**src/rtl/mod_updown_counter_if.sv**
```systemverilog
// Control/status bundle for mod_updown_counter.
//   master : drives en, up, load, load_val; observes count, tc, wrap, ovf
//   slave  : the counter itself
// en       count enable
// up       direction, 1 = up, 0 = down
// load     synchronous parallel load (overrides en)
// load_val value to load, clamped to MODULUS-1 by the counter
// count    registered count value
// tc       combinational terminal count, used as the next stage's en
// wrap     one-cycle pulse after a wrapping edge
// ovf      sticky wrap/saturation flag, cleared by rst or load
interface mod_updown_counter_if #(
  parameter int WIDTH = 3
);
  logic             en;
  logic             up;
  logic             load;
  logic [WIDTH-1:0] load_val;
  logic [WIDTH-1:0] count;
  logic             tc;
  logic             wrap;
  logic             ovf;

  modport master (
    output en, up, load, load_val,
    input  count, tc, wrap, ovf
  );

  modport slave (
    input  en, up, load, load_val,
    output count, tc, wrap, ovf
  );
endinterface

```
**src/rtl/mod_updown_counter.sv**
```systemverilog
// Parametrised synchronous modulo-MODULUS up/down counter with enable,
// clamped parallel load, wrap or saturate behaviour at the range ends,
// cascade terminal count and sticky overflow.
// Ports:
//   clk  rising-edge clock
//   rst  synchronous reset, active high (count <- RESET_VALUE)
//   bus  mod_updown_counter_if slave modport (see interface header)
// Edge priority: rst > load > en > hold.
module mod_updown_counter #(
  parameter int WIDTH       = 3,
  parameter int MODULUS     = 8,
  parameter int SATURATE    = 0,
  parameter int RESET_VALUE = 0
) (
  input  logic                  clk,
  input  logic                  rst,
  mod_updown_counter_if.slave   bus
);

  if (MODULUS < 2 || MODULUS > (1 << WIDTH) ||
      RESET_VALUE < 0 || RESET_VALUE >= MODULUS) begin : g_bad_params
    $error("mod_updown_counter: illegal MODULUS/RESET_VALUE for WIDTH");
  end

  localparam logic [WIDTH-1:0] TOP   = WIDTH'(MODULUS - 1);
  localparam logic [WIDTH:0]   MOD_X = (WIDTH + 1)'(MODULUS);
  localparam logic [WIDTH-1:0] RST_V = WIDTH'(RESET_VALUE);

  logic [WIDTH-1:0] count_q, count_d;
  logic             wrap_q, wrap_d;
  logic             ovf_q, ovf_d;
  logic             at_top, at_bot, end_hit;

  assign at_top  = (count_q == TOP);
  assign at_bot  = (count_q == '0);
  // End of range in the currently requested direction.
  assign end_hit = bus.up ? at_top : at_bot;

  assign bus.tc    = bus.en & ~bus.load & end_hit;
  assign bus.count = count_q;
  assign bus.wrap  = wrap_q;
  assign bus.ovf   = ovf_q;

  always_comb begin
    count_d = count_q;
    wrap_d  = 1'b0;
    ovf_d   = ovf_q;
    if (bus.load) begin
      // Compare in WIDTH+1 bits so MODULUS = 2^WIDTH is representable.
      count_d = ({1'b0, bus.load_val} < MOD_X) ? bus.load_val : TOP;
      ovf_d   = 1'b0;
    end else if (bus.en) begin
      if (end_hit) begin
        ovf_d = 1'b1;
        if (SATURATE == 0) begin
          count_d = bus.up ? '0 : TOP;
          wrap_d  = 1'b1;
        end
      end else if (bus.up) begin
        count_d = WIDTH'({1'b0, count_q} + 1'b1);
      end else begin
        count_d = WIDTH'({1'b0, count_q} - 1'b1);
      end
    end
  end

  always_ff @(posedge clk) begin
    if (rst) begin
      count_q <= RST_V;
      wrap_q  <= 1'b0;
      ovf_q   <= 1'b0;
    end else begin
      count_q <= count_d;
      wrap_q  <= wrap_d;
      ovf_q   <= ovf_d;
    end
  end

endmodule

```
**src/flat_wrapper.sv**
```systemverilog
// flat-port wrapper written by rule: the top's interface ports become plain ports
module mod_updown_counter_flat 
#(
  parameter int WIDTH       = 3,
  parameter int MODULUS     = 8,
  parameter int SATURATE    = 0,
  parameter int RESET_VALUE = 0
)
  (clk, rst, bus_en, bus_up, bus_load, bus_load_val, bus_count, bus_tc, bus_wrap, bus_ovf);
  mod_updown_counter_if #(.WIDTH(WIDTH)) bus_i ();
  input  logic clk;
  input  logic rst;
  input wire logic [$bits(bus_i.en)-1:0] bus_en;
  input wire logic [$bits(bus_i.up)-1:0] bus_up;
  input wire logic [$bits(bus_i.load)-1:0] bus_load;
  input wire logic [$bits(bus_i.load_val)-1:0] bus_load_val;
  output wire logic [$bits(bus_i.count)-1:0] bus_count;
  output wire logic [$bits(bus_i.tc)-1:0] bus_tc;
  output wire logic [$bits(bus_i.wrap)-1:0] bus_wrap;
  output wire logic [$bits(bus_i.ovf)-1:0] bus_ovf;
  assign bus_i.en = bus_en;
  assign bus_i.up = bus_up;
  assign bus_i.load = bus_load;
  assign bus_i.load_val = bus_load_val;
  assign bus_count = bus_i.count;
  assign bus_tc = bus_i.tc;
  assign bus_wrap = bus_i.wrap;
  assign bus_ovf = bus_i.ovf;
  mod_updown_counter #(.WIDTH(WIDTH), .MODULUS(MODULUS), .SATURATE(SATURATE), .RESET_VALUE(RESET_VALUE)) u_core (.clk(clk), .rst(rst), .bus(bus_i));
endmodule
```
**config.mk**
```make
export PLATFORM = sky130hd
export DESIGN_NAME = mod_updown_counter_flat
export DESIGN_NICKNAME = d
export VERILOG_FILES = /design/src/rtl/mod_updown_counter_if.sv /design/src/rtl/mod_updown_counter.sv /design/src/flat_wrapper.sv
export SDC_FILE = /design/constraint.sdc
export NUM_CORES = 1
export LEC_CHECK = 0
export ABC_CLOCK_PERIOD_IN_PS = 1600
export CAP_MARGIN = 10
export CELL_PAD_IN_SITES_DETAIL_PLACEMENT = 1
export CELL_PAD_IN_SITES_GLOBAL_PLACEMENT = 1
export CORE_AREA = 2 2 39 41
export DETAILED_ROUTE_END_ITERATION = 10
export DIE_AREA = 0 0 41 43
export GPL_TIMING_DRIVEN = 0
export PLACE_DENSITY_LB_ADDON = 0.1
export SYNTH_ARGS = -nofsm -noshare
export SYNTH_HDL_FRONTEND = slang
export SYNTH_SLANG_ARGS = --single-unit
export TNS_END_PERCENT = 100
```
**constraint.sdc**
```tcl
create_clock -name clk -period 1.6 [get_ports clk]
set_input_delay 0.32 -clock clk [delete_from_list [all_inputs] [get_ports clk]]
set_output_delay 0.32 -clock clk [all_outputs]
set_load 0.01 [all_outputs]
```
==> results_dict.tcl, run 1 <==
set metrics [dict create \
    core_um2 1380 \
    worstSkewPairLatency_ps 250 \
    cts_root_buf "clkbuf_4" \
    grt_usage_pct 15.6 \
    met2_usage_pct 25.0 \
    clock_skew_ps 6.01 \
    final_util_pct 40.1 \
    seq_area_um2 109 \
    routed_wl_um 1040 \
    antenna_found_initial 0 \
    synth_top_family_by_area "compound AO/OA/AOI/OAI gates" \
    grt_pass1_wl_um 1750 \
    synthAdderAreaFrac_pct 6.72 \
    hold_viol 0 \
    place_hpwl_um 698 \
    status "complete, no violations" \
    cp-end-kind "output port" \
    path_class "reg -> out" \
    fmax_mhz 643 \
    cp_slowest_cell "dfxtp_2" \
    htreeDepth 1 \
    relSlewSlack_pct 80.5 \
    synth_top_cells_by_count "5 x dfxtp_1, 5 x nand2_1, 4 x inv_1" \
    synth_top_flop_cell "dfxtp_1" \
    wl_per_cell_um 13.5 \
    power_leakage_nw 0.212 \
    dpl-instance-area_um2 438 \
    synth_warnings 0 \
    total_power_mw 0.426 \
    setup_slack_ps 45.8 \
    clock-sinks 5 \
    ys_top_cells_by_area "dfxtp_1 34%, fa_1 6.7%, nand2_1 6.3%, xor2_1 5.9%, a21oi_1 5.0%" \
    syn_area_um2 298 \
    synth.distinct_cells 20 \
    dieArea_um2 1760 \
    critPathBufInv 1 \
    whs_ps 355 \
    clk_pin_slew_worst_paths_ps 50 \
    synth_edf_count 0 \
    first_pass_iters 2 \
    synth-compound-area-share_pct 24.4 \
    grt.met1_usage_pct 16.2 \
    vias 363 \
    synth_seq_area_share_pct 33.6 \
    critPathLaunchType "flip-flop" \
    synth_top_area_share_pct 33.6 \
    fin_crit_sh_pct 97.1 \
    ys_seq_elements 5 \
    tightestPinTransition_ps 289 \
    ys_async_sr_fraction_pct 0 \
    multi_input_comb_area_um2 223 \
    cts_tree "built" \
    clockBufferDepth 2 \
    setup_viol 0 \
    stdcell_count 77 \
    dp_cells 67 \
    path_cells "nor4_4 > o21ai_2 > nor2_1 > buf_2" \
    period_minus_slack_ps 1550 \
    pre_cts_ws_ps -691 \
    initial_utilization_pct 21.5 \
    overflow 0 \
    syn_inst 39 \
    cp.required_ps 1280 \
    gp_congestion 0.801 \
    post_route_cells_drive_above_1_share_pct 36.1 \
    synth_mux_area_share_pct 0 \
    numCtsBuffers 3 \
    grt_pass1_vias 406 \
    synth-xor-area-share_pct 5.88 \
    final_nets 71 \
    max-cap-violations 0 \
    portBuffers 12 \
    maxSlewViolCount 0 \
    drc 0 \
    nFillCells 172 \
    finalSetupTns_ps 0 \
    area_growth_pct 86.1 \
    min_path_type "in -> reg" \
    use_met3_pct 2.09 \
    synth-simple-area-share_pct 22.7 \
    grt_start_max_net_pins 10 \
    fp.dieH_um 43 \
    drtAntennaViolNets 0 \
    n_antenna_cell 0 \
    vias_per_cell 4.71 \
    synth_top_area_cell "dfxtp_1" \
    syn-num-nets 48 \
    syn_avg_cell_area_um2 7.64 \
    die_x_um 41 \
    rows 14 \
    max_stage_delay_ps 350 \
    crit_family "simple AND/OR/NAND/NOR gates" \
    final_area_um2 554 \
    holdBufCountCts 0 \
    rsz0062_at_grt "true" \
    ios 14 \
    drt_iter0_drc 2 \
    vdd_ir_drop_max_mv 0.230 \
    cp_max_fo 5 \
    top_usage_layer "met2" \
    powerDensity_nw_per_um2 769 \
    arrival_ps 1230 \
]
-- flip-flops by register name, summed over array words and instances, names as in the netlist --
signal	cells
u_core.bus.wrap	1
u_core.bus.ovf	1
u_core.bus.count	3
-- cells by family (layout without fill, tap and decap cells) --
kind of cell	Yosys count	after routing
buffers and inverters	5	27
adders and majority gates	1	1
DFF	5	5
xor gates and xnor gates	2	2
and+or+nand+nor	15	15
AOI/OAI and AO/OA	11	11
-- final timing paths --
path                                          from                          endpoint  slack (ps)  depth (start not counted)
hold reg to reg        u_core.bus.ovf$_SDFFE_PP0P_       u_core.bus.ovf$_SDFFE_PP0P_         480                          2
setup reg to reg  u_core.bus.count[1]$_SDFFE_PP0P_  u_core.bus.count[1]$_SDFFE_PP0P_          50                          4
setup / recovery  u_core.bus.count[2]$_SDFFE_PP0P_                            bus_tc          50                          4
hold / removal                            bus_load       u_core.bus.ovf$_SDFFE_PP0P_         360                          2
-- what timing repair did --
item                       4_1_cts  5_1_grt
setup endpoints to repair        5        4
pin swaps                        2        6
resized for setup               15       11
buffers inserted                 4        2
-- layer usage --
layer | share of wire, % | wire length (µm)
met1 | 42 | 439
met2 | 51 | 530
met3 | 4.3 | 45
met4 | 2.3 | 24
met5 | 0 | 0
-- layout by cell type (no fill, tap or decap), types with 2 or more instances in the layout --
cell / Yosys / layout
clkdlybuf4s50_1: 0 / 9
xor2_1: 2 / 2
inv_1: 4 / 4
dfxtp_1: 5 / 2
nor2_1: 3 / 2
dfxtp_4: 0 / 2
buf_4: 0 / 6
nor3_1: 3 / 3
a21oi_1: 3 / 2
clkbuf_4: 0 / 4
buf_2: 1 / 2
nand2_1: 5 / 5
-- area by class of cell --
cell class,count,share of cell area [%]
clock buffers,4,4.74
repair buffers,18,28.2
plain buffers,1,0.903
well taps,16,3.61
flip-flops and latches,5,19.6
multi-input cells,29,40.2
inverters,4,2.71
-- worst reg2reg max path, cell delays in order (launching register included) --
cell and delay (ps):
dfxtp_4 380, fa_2 550, o21ai_1 70, a311o_1 370
a21oi_2 110
-- report_power, final --
group          internal (mW)  total [mW]  leakage, nW  switching [mW]
clock network         0.0950       0.157       0.0150          0.0619
logic                 0.0668       0.119        0.154          0.0525
registers              0.133       0.150       0.0426          0.0174
total                  0.295       0.426        0.212           0.132
(Power assumes the default switching activity.)
==> run 2, diff against run 1 <==
--- a/config.mk
+++ b/config.mk
@@ -5,13 +5,13 @@
 export SDC_FILE = /design/constraint.sdc
 export NUM_CORES = 1
 export LEC_CHECK = 0
-export ABC_CLOCK_PERIOD_IN_PS = 1600
+export ABC_CLOCK_PERIOD_IN_PS = 1400
 export CAP_MARGIN = 10
 export CELL_PAD_IN_SITES_DETAIL_PLACEMENT = 1
 export CELL_PAD_IN_SITES_GLOBAL_PLACEMENT = 1
-export CORE_AREA = 2 2 39 41
+export CORE_AREA = 2 2 40 42
 export DETAILED_ROUTE_END_ITERATION = 10
-export DIE_AREA = 0 0 41 43
+export DIE_AREA = 0 0 42 44
 export GPL_TIMING_DRIVEN = 0
 export PLACE_DENSITY_LB_ADDON = 0.1
 export SYNTH_ARGS = -nofsm -noshare
==> constraint.sdc (replaced) <==
create_clock -name clk -period 1.4 [get_ports clk]
set_input_delay 0.28 -clock clk [delete_from_list [all_inputs] [get_ports clk]]
set_output_delay 0.28 -clock clk [all_outputs]
set_load 0.01 [all_outputs]
==> results_dict.tcl, run 2 (synthesized netlist as in run 1, its figures left out) <==
set metrics [dict create \
    status "finished with violations" \
    violations "setup timing" \
    finalSetupTns_ps -273 \
    path_cells "fa_2 > nand2_1 > a311o_1 > a21oi_2" \
    total_power_mw 0.449 \
    whs_ps 338 \
    cts_tree "built" \
    final_area_um2 500 \
    vdd_ir_drop_max_mv 0.542 \
    routed_wl_um 896 \
    cp_max_fo 7 \
    largest_reg_flops 3 \
    ios 14 \
    cp.required_ps 1570 \
    area_growth_pct 68.1 \
    gp_congestion 0.783 \
    top_usage_layer "met2" \
    pre_cts_ws_ps -822 \
    clk_pin_slew_worst_paths_ps 50 \
    fp.dieH_um 44 \
    fmax_mhz 660 \
    initial_utilization_pct 21.0 \
    relSlewSlack_pct 82.7 \
    period_minus_slack_ps 1510 \
    max_stage_delay_ps 540 \
    dieArea_um2 1850 \
    final_cell_mix "5 x clkdlybuf4s50_1, 4 x nand2_1, 4 x dlygate4sd2_1" \
    hold_viol 0 \
    arrival_ps 1680 \
    grt_start_max_net_pins 10 \
    grt_pass1_vias 386 \
    post_route_cells_drive_above_1_share_pct 31.6 \
    drc 0 \
    tightestPinTransition_ps 258 \
    first_pass_iters 2 \
    cts_root_buf "clkbuf_4" \
    wl_per_cell_um 12.3 \
    final_common_cell "clkdlybuf4s50_1" \
    drt_iter0_drc 2 \
    rows 14 \
    htreeDepth 1 \
    vias_per_cell 5.10 \
    met2_usage_pct 20.6 \
    critPathLaunchType "flip-flop" \
    vias 372 \
    clock-sinks 5 \
    die_x_um 42 \
    antenna_found_initial 0 \
    stdcell_count 73 \
    holdBufCountCts 0 \
    use_met3_pct 7.08 \
    place_hpwl_um 682 \
    drtAntennaViolNets 0 \
    portBuffers 12 \
    powerDensity_nw_per_um2 898 \
    min_path_type "in -> reg" \
    n_antenna_cell 0 \
    core_um2 1420 \
    setup_viol 3 \
    grt.met1_usage_pct 12.6 \
    grt_usage_pct 12.1 \
    final_util_pct 35.3 \
    cp_slowest_cell "fa_2" \
    final_nets 67 \
    fin_crit_sh_pct 108 \
    cp-end-kind "flip-flop" \
    grt_pass1_wl_um 1610 \
    overflow 0 \
    rsz0062_at_grt "true" \
    dpl-instance-area_um2 445 \
    path_class "reg -> reg" \
    setup_slack_ps -115 \
    maxSlewViolCount 0 \
    clock_skew_ps 2.14 \
    clockBufferDepth 2 \
    max-cap-violations 0 \
    crit_family "adder cells" \
    critPathBufInv 0 \
    power_leakage_nw 0.219 \
    dp_cells 67 \
    worstSkewPairLatency_ps 240 \
    numCtsBuffers 3 \
]
## run 2: worst paths after layout
| path | start | end | slack, ps | cells past startpoint |
|---|---|---|---|---|
| setup / recovery | u_core.bus.count[1]$_SDFFE_PP0P_ | u_core.bus.count[1]$_SDFFE_PP0P_ | -110 | 4 |
| hold / removal | bus_load | u_core.bus.ovf$_SDFFE_PP0P_ | 340 | 2 |
| setup reg to reg | u_core.bus.count[1]$_SDFFE_PP0P_ | u_core.bus.count[1]$_SDFFE_PP0P_ | -110 | 4 |
| hold reg to reg | u_core.bus.ovf$_SDFFE_PP0P_ | u_core.bus.ovf$_SDFFE_PP0P_ | 470 | 2 |
## run 2: power breakdown
group	internal [mW]	leakage, nW	switching [mW]
Combinational	0.0597	0.161	0.0550
Sequential	0.152	0.0426	0.0149
Clock	0.108	0.0150	0.0599
Total	0.319	0.219	0.130
## run 2: cell type report
class	count	area (µm²)
Inverter	4	15.0
Fill cell	168	918
Tap cell	16	20.0
Clock buffer	4	26.3
Buffer	1	5.00
Multi-Input combinational cell	29	203
Sequential cell	5	109
Timing Repair Buffer	14	123
## run 2: per-layer routing
metal	part of all wire, %	vias up	wire [µm]
met5	0	-	0
met4	0	0	0
met3	6.1	0	55
met2	51	11	453
met1	43	183	387
li1	-	178	-
## run 2: what timing repair did
item | 4_1_cts | 5_1_grt
setup buffers | 2 | 0
resized for setup | 15 | 6
endpoints found under the setup margin | 7 | 4
endpoints found under the hold margin | 0 | 0
pin swaps | 1 | 0
## run 2: worst reg2reg max path, cell delays in order, from the launching register on
cell and delay [ps]:
dfxtp_4 360, fa_2 540, nand2_1 50, a311o_1 360, a21oi_2 120
